File: src/rtl/dmem_arbiter.sv
// dmem_arbiter
// Shares a single-ported 256 x 64-bit data memory between two requesters
// (req0: core load/store path, req1: debug/loader port). Requests are
// granted round-robin, then each transaction goes through a fixed
// IDLE -> ACCESS -> RESP sequence, so one transaction completes every three
// cycles at most.
//
// Ports
//   clk, rst_n                  clock, asynchronous active-low reset
//   reqN_valid/ready            request handshake (N = 0, 1)
//   reqN_we/addr/wdata          request kind, word address, write data
//   rspN_valid                  one-cycle response pulse
//   rspN_rdata                  read data (0 for writes and errors)
//   rspN_err                    address was out of range
//   mem_read/mem_write          memory enables, only active during ACCESS
//   mem_address/mem_write_data  memory address and write data
//   mem_read_data               combinational read data from the memory
module dmem_arbiter #(
    parameter int DEPTH = 256
) (
    input  logic        clk,
    input  logic        rst_n,
    input  logic        req0_valid,
    output logic        req0_ready,
    input  logic        req0_we,
    input  logic [63:0] req0_addr,
    input  logic [63:0] req0_wdata,
    input  logic        req1_valid,
    output logic        req1_ready,
    input  logic        req1_we,
    input  logic [63:0] req1_addr,
    input  logic [63:0] req1_wdata,
    output logic        rsp0_valid,
    output logic [63:0] rsp0_rdata,
    output logic        rsp0_err,
    output logic        rsp1_valid,
    output logic [63:0] rsp1_rdata,
    output logic        rsp1_err,
    output logic        mem_read,
    output logic        mem_write,
    output logic [63:0] mem_address,
    output logic [63:0] mem_write_data,
    input  logic [63:0] mem_read_data
);

    localparam logic [63:0] DEPTH_W = 64'(DEPTH);

    typedef enum logic [1:0] {
        IDLE,
        ACCESS,
        RESP
    } state_t;

    state_t      state;
    logic        last_grant;   // id of the requester granted most recently
    logic        lat_id;
    logic        lat_we;
    logic        lat_err;

    logic        grant0;
    logic        grant1;
    logic        handshake;
    logic        sel_we;
    logic [63:0] sel_addr;
    logic [63:0] sel_wdata;
    logic        sel_err;
    logic        rd_ok;

    // A lone requester always wins; on a tie the one not granted last wins.
    always_comb begin
        grant0 = req0_valid & (~req1_valid | last_grant);
        grant1 = req1_valid & (~req0_valid | ~last_grant);
    end

    // Ready is held low while reset is asserted so every output reads 0 then.
    assign req0_ready = rst_n & (state == IDLE) & grant0;
    assign req1_ready = rst_n & (state == IDLE) & grant1;
    assign handshake  = req0_ready | req1_ready;

    assign sel_we    = grant1 ? req1_we    : req0_we;
    assign sel_addr  = grant1 ? req1_addr  : req0_addr;
    assign sel_wdata = grant1 ? req1_wdata : req0_wdata;
    // Full 64-bit compare: high address bits are never dropped or wrapped.
    assign sel_err   = (sel_addr >= DEPTH_W);

    assign rd_ok = ~lat_err & ~lat_we;

    // The memory-side outputs are loaded on the handshake edge so they are
    // valid for exactly the ACCESS cycle; the async reset clears them
    // immediately, which keeps a write from committing when reset hits
    // mid-ACCESS.
    always_ff @(posedge clk or negedge rst_n) begin
        if (!rst_n) begin
            state          <= IDLE;
            last_grant     <= 1'b1;
            lat_id         <= 1'b0;
            lat_we         <= 1'b0;
            lat_err        <= 1'b0;
            mem_read       <= 1'b0;
            mem_write      <= 1'b0;
            mem_address    <= '0;
            mem_write_data <= '0;
            rsp0_valid     <= 1'b0;
            rsp0_rdata     <= '0;
            rsp0_err       <= 1'b0;
            rsp1_valid     <= 1'b0;
            rsp1_rdata     <= '0;
            rsp1_err       <= 1'b0;
        end else begin
            case (state)
                IDLE: begin
                    if (handshake) begin
                        state          <= ACCESS;
                        lat_id         <= grant1;
                        last_grant     <= grant1;
                        lat_we         <= sel_we;
                        lat_err        <= sel_err;
                        mem_read       <= ~sel_err & ~sel_we;
                        mem_write      <= ~sel_err & sel_we;
                        mem_address    <= sel_err ? '0 : sel_addr;
                        mem_write_data <= (~sel_err & sel_we) ? sel_wdata : '0;
                    end
                end
                ACCESS: begin
                    state          <= RESP;
                    mem_read       <= 1'b0;
                    mem_write      <= 1'b0;
                    mem_address    <= '0;
                    mem_write_data <= '0;
                    rsp0_valid     <= ~lat_id;
                    rsp1_valid     <= lat_id;
                    rsp0_err       <= ~lat_id & lat_err;
                    rsp1_err       <= lat_id & lat_err;
                    rsp0_rdata     <= (~lat_id & rd_ok) ? mem_read_data : '0;
                    rsp1_rdata     <= (lat_id & rd_ok) ? mem_read_data : '0;
                end
                RESP: begin
                    state      <= IDLE;
                    rsp0_valid <= 1'b0;
                    rsp0_rdata <= '0;
                    rsp0_err   <= 1'b0;
                    rsp1_valid <= 1'b0;
                    rsp1_rdata <= '0;
                    rsp1_err   <= 1'b0;
                end
                default: state <= IDLE;
            endcase
        end
    end

endmodule

File: config.mk
export PLATFORM = sky130hd
export DESIGN_NAME = dmem_arbiter
export DESIGN_NICKNAME = d
export VERILOG_FILES = /design/src/rtl/dmem_arbiter.sv
export SDC_FILE = /design/constraint.sdc
export NUM_CORES = 1
export LEC_CHECK = 0
export ABC_AREA = 1
export CAP_MARGIN = 20
export CORE_AREA = 2 2 229 231
export CTS_CLUSTER_DIAMETER = 200
export DETAILED_ROUTE_END_ITERATION = 12
export DIE_AREA = 0 0 231 233
export GPL_ROUTABILITY_DRIVEN = 0
export GPL_TIMING_DRIVEN = 0
export PLACE_DENSITY = 0.5
export SLEW_MARGIN = 25
export SYNTH_ARGS = -nofsm -noshare
export SYNTH_HDL_FRONTEND = slang
export SYNTH_SLANG_ARGS = --single-unit
File: constraint.sdc
create_clock -name clk -period 2.7 [get_ports clk]
set_clock_uncertainty 0.1 [all_clocks]
set_input_delay 0.54 -clock clk [delete_from_list [all_inputs] [get_ports clk]]
set_output_delay 0.54 -clock clk [all_outputs]
set_load 0.05 [all_outputs]
==> impl_results.md <==
* First-pass GRT wire length at 72600 um
* # IOs at 590
* Number of global-route vias before repair at 12000
* Largest net degree at the start of global routing at 91
* Clock-pin slew on the worst setup and hold paths at 60 ps
* CP dominant cell by count: nand2_4
* Reg2reg path depth at 8
* Initial antenna violation count at 2
* Filler cells at 5251
* Dpl hpwl at 38400 um
* Cells after DPL at 2652
* Nets at 2345
* Die area at 53800 um^2
* CP cell instances: clkdlybuf4s50_1 > nand2_4 > nand2_4 > buf_6 > nor2_2 > buf_2
* WP buf/inv at 3
* CTS root buffer: clkbuf_16
* Lkg Pwr at 0.00910 uW
* Std-Cell Rows at 83
* DRC Markers at 0
* Clk_lat worst skew at 520 ps
* Final Hold Violating Endpoints at 0
* Crit path max fanout at 10
* Most frequent cells in the layout: 585 x clkdlybuf4s50_1, 489 x nand2_1, 267 x dfrtp_1
* WP depth at 6
* Reg-to-Reg Start: state[1]
* Max Cap Violations at 0
* Max Freq at 392 MHz
* Worst Setup End Kind: output port
* Dpl ws at -1100 ps
* Top Layer Used: met5
* Non-Filler Instances at 2719
* Sequential share of the synthesized area at 55.9%
* Starting Density at 23.5%
* Power per cell area at 1000 nW/um^2
* Post-synthesis cell type count at 25
* Register-to-register setup slack at 260 ps
* Layout cell share with drive strength beyond 1 at 9.57%
* RSZ-0062 raised after global routing: false
* CTS tree: built
* Crit Path Class: input port to output port
* Core ar. at 51100 um^2
* Syn_nets at 1711
* Syn_area_per_cell at 8.68 um^2
* Worst slew pin tran at 668 ps
* Endpoints failing setup at 0
* Synth Register Bits at 268
* Slowest stage delay, CP at 470 ps
* Hold Crit Class: input port to asynchronous set/reset pin
* Final min period at 2550 ps
* Crit path arrival time at 1910 ps
* Metal-1 WL at 19800 um
* Commonest non-fill, non-tap cell in the layout: clkdlybuf4s50_1
* Metal3 WL at 3500 um
* DRT antenna net count at 0
* Htree depth at 2
* IO buf count at 588
* Cells after Synth at 1381
* DR iter-0 viols at 565
* Die Width at 231 um
* P&R area growth vs syn at 68.2%
* Synth Cell Area at 12000 um^2
* TritonCTS Sinks at 268
* Vias after detailed routing at 11500
* Max Slew Vio Count at 0
* Status: finished clean
* Worst slew margin at 55.3%
* Routed vias/inst at 4.24
* Startpoint types: input port
* Worst path slowest cell: clkdlybuf4s50_1
* First drt pass iteration count at 5
* Reg2reg end: rsp1_rdata[30]
* Total power at 20200 uW
* Die H at 233 um
* Wire length on met2 at 24600 um
* GRT Util Overall at 17.7%
* Crit share post-route at 94.5%
* Remaining Overflow, GRT at 0
* Worst path required time at 2060 ps
* WL final at 49100 um
* CTS buffer count at 34
* Wire per inst at 18.1 um
* Post-route setup TNS at 0 ps
* Worst ir drop on vdd at 0.465 mV
* YS warnings at 0
* Critical path's top delay family: buffers and inverters
* Setup ws final at 147 ps
* Max clock buf depth at 3
## where the power goes
part | switching, uW | leakage, uW | internal [uW] | total (uW)
clock | 1770 | 0.000574 | 2870 | 4640
sequential | 550 | 0.00369 | 4970 | 5520
combinational | 7040 | 0.00483 | 3030 | 10100
total | 9360 | 0.00910 | 10900 | 20200
## flip-flops by register name (all words and copies together) (netlist names)
signal / flops
mem_address: 64
last_grant: 1
lat_we: 1
state: 2
rsp0_rdata: 64
lat_id: 1
rsp1_valid: 1
rsp0_err: 1
rsp1_err: 1
mem_write: 1
mem_write_data: 64
rsp0_valid: 1
lat_err: 1
mem_read: 1
rsp1_rdata: 64
## metal layers
| metal | up-vias | global-route usage (%) |
|---|---|---|
| li1 | 5639 | - |
| met1 | 5412 | 21.2 |
| met2 | 423 | 31.0 |
| met3 | 57 | 4.53 |
| met4 | 2 | 5.34 |
| met5 | - | 0 |
## metrics by stage
stage	hold WS [ps]	instance area, um^2	util (%)
after global placement	362	18700	36.6
after detailed placement	307	18800	36.8
after CTS	5.62	20100	39.4
final	29.2	20200	39.5
after floorplan	144	12000	-
after global routing	14.9	20200	39.5
## final cells by class
type	count	area, um^2	share of cell area (%)
Antenna cell	1	2.50	0.0124
Clock buffer	51	1050	5.19
Multi-Input combinational cell	927	4520	22.4
Timing Repair Buffer	599	6130	30.4
Clock inverter	8	113	0.558
Buffer	86	430	2.13
Inverter	99	372	1.84
Sequential cell	268	6710	33.3
Tap cell	680	851	4.22
## worst max path at each step
stage | slack (ps) | from | to
after floorplan | 20 | state[0] | mem_write_data[31]
after global placement | -11070 | rst_n | mem_write_data[58]
after detailed placement | -1100 | rst_n | req0_ready
after CTS | 8 | last_grant | mem_write_data[32]
after global routing | 10 | state[0] | req0_ready
final | 150 | req0_valid | req1_ready
## repair_timing
action                                  4_1_cts  5_1_grt
hold buffers                                  4        0
endpoints found under the hold margin        26        0
setup buffers                                 0        2
cloned                                        2        0
endpoints found under the setup margin      136       61
resized for setup                            18       14
## cell usage after synthesis (all sizes together)
cell type / count / area share, %
a21oi: 1 / 0.042
dfstp: 1 / 0.22
mux2i: 1 / 0.083
nand3: 102 / 4.3
nand3b: 27 / 1.7
mux2: 72 / 6.8
o21a: 1 / 0.063
o21ai: 140 / 5.8
nor2: 86 / 2.8
and2: 1 / 0.052
clkbuf: 44 / 1.4
buf: 43 / 2.0
ha: 4 / 0.42
nor3: 1 / 0.083
dfrtp: 267 / 56
inv: 99 / 3.1
nand2: 491 / 15
## logic make-up after synthesis
family,after synthesis,share of synthesized area (%)
AND/OR/NAND/NOR,708,24.3
multiplexers,73,6.85
adder cells (fa/ha/maj),4,0.417
AO/OA/AOI/OAI,142,5.95
buffers and inverters,186,6.50
flip-flops,268,55.9
Power figures use the tool's default switching activity.
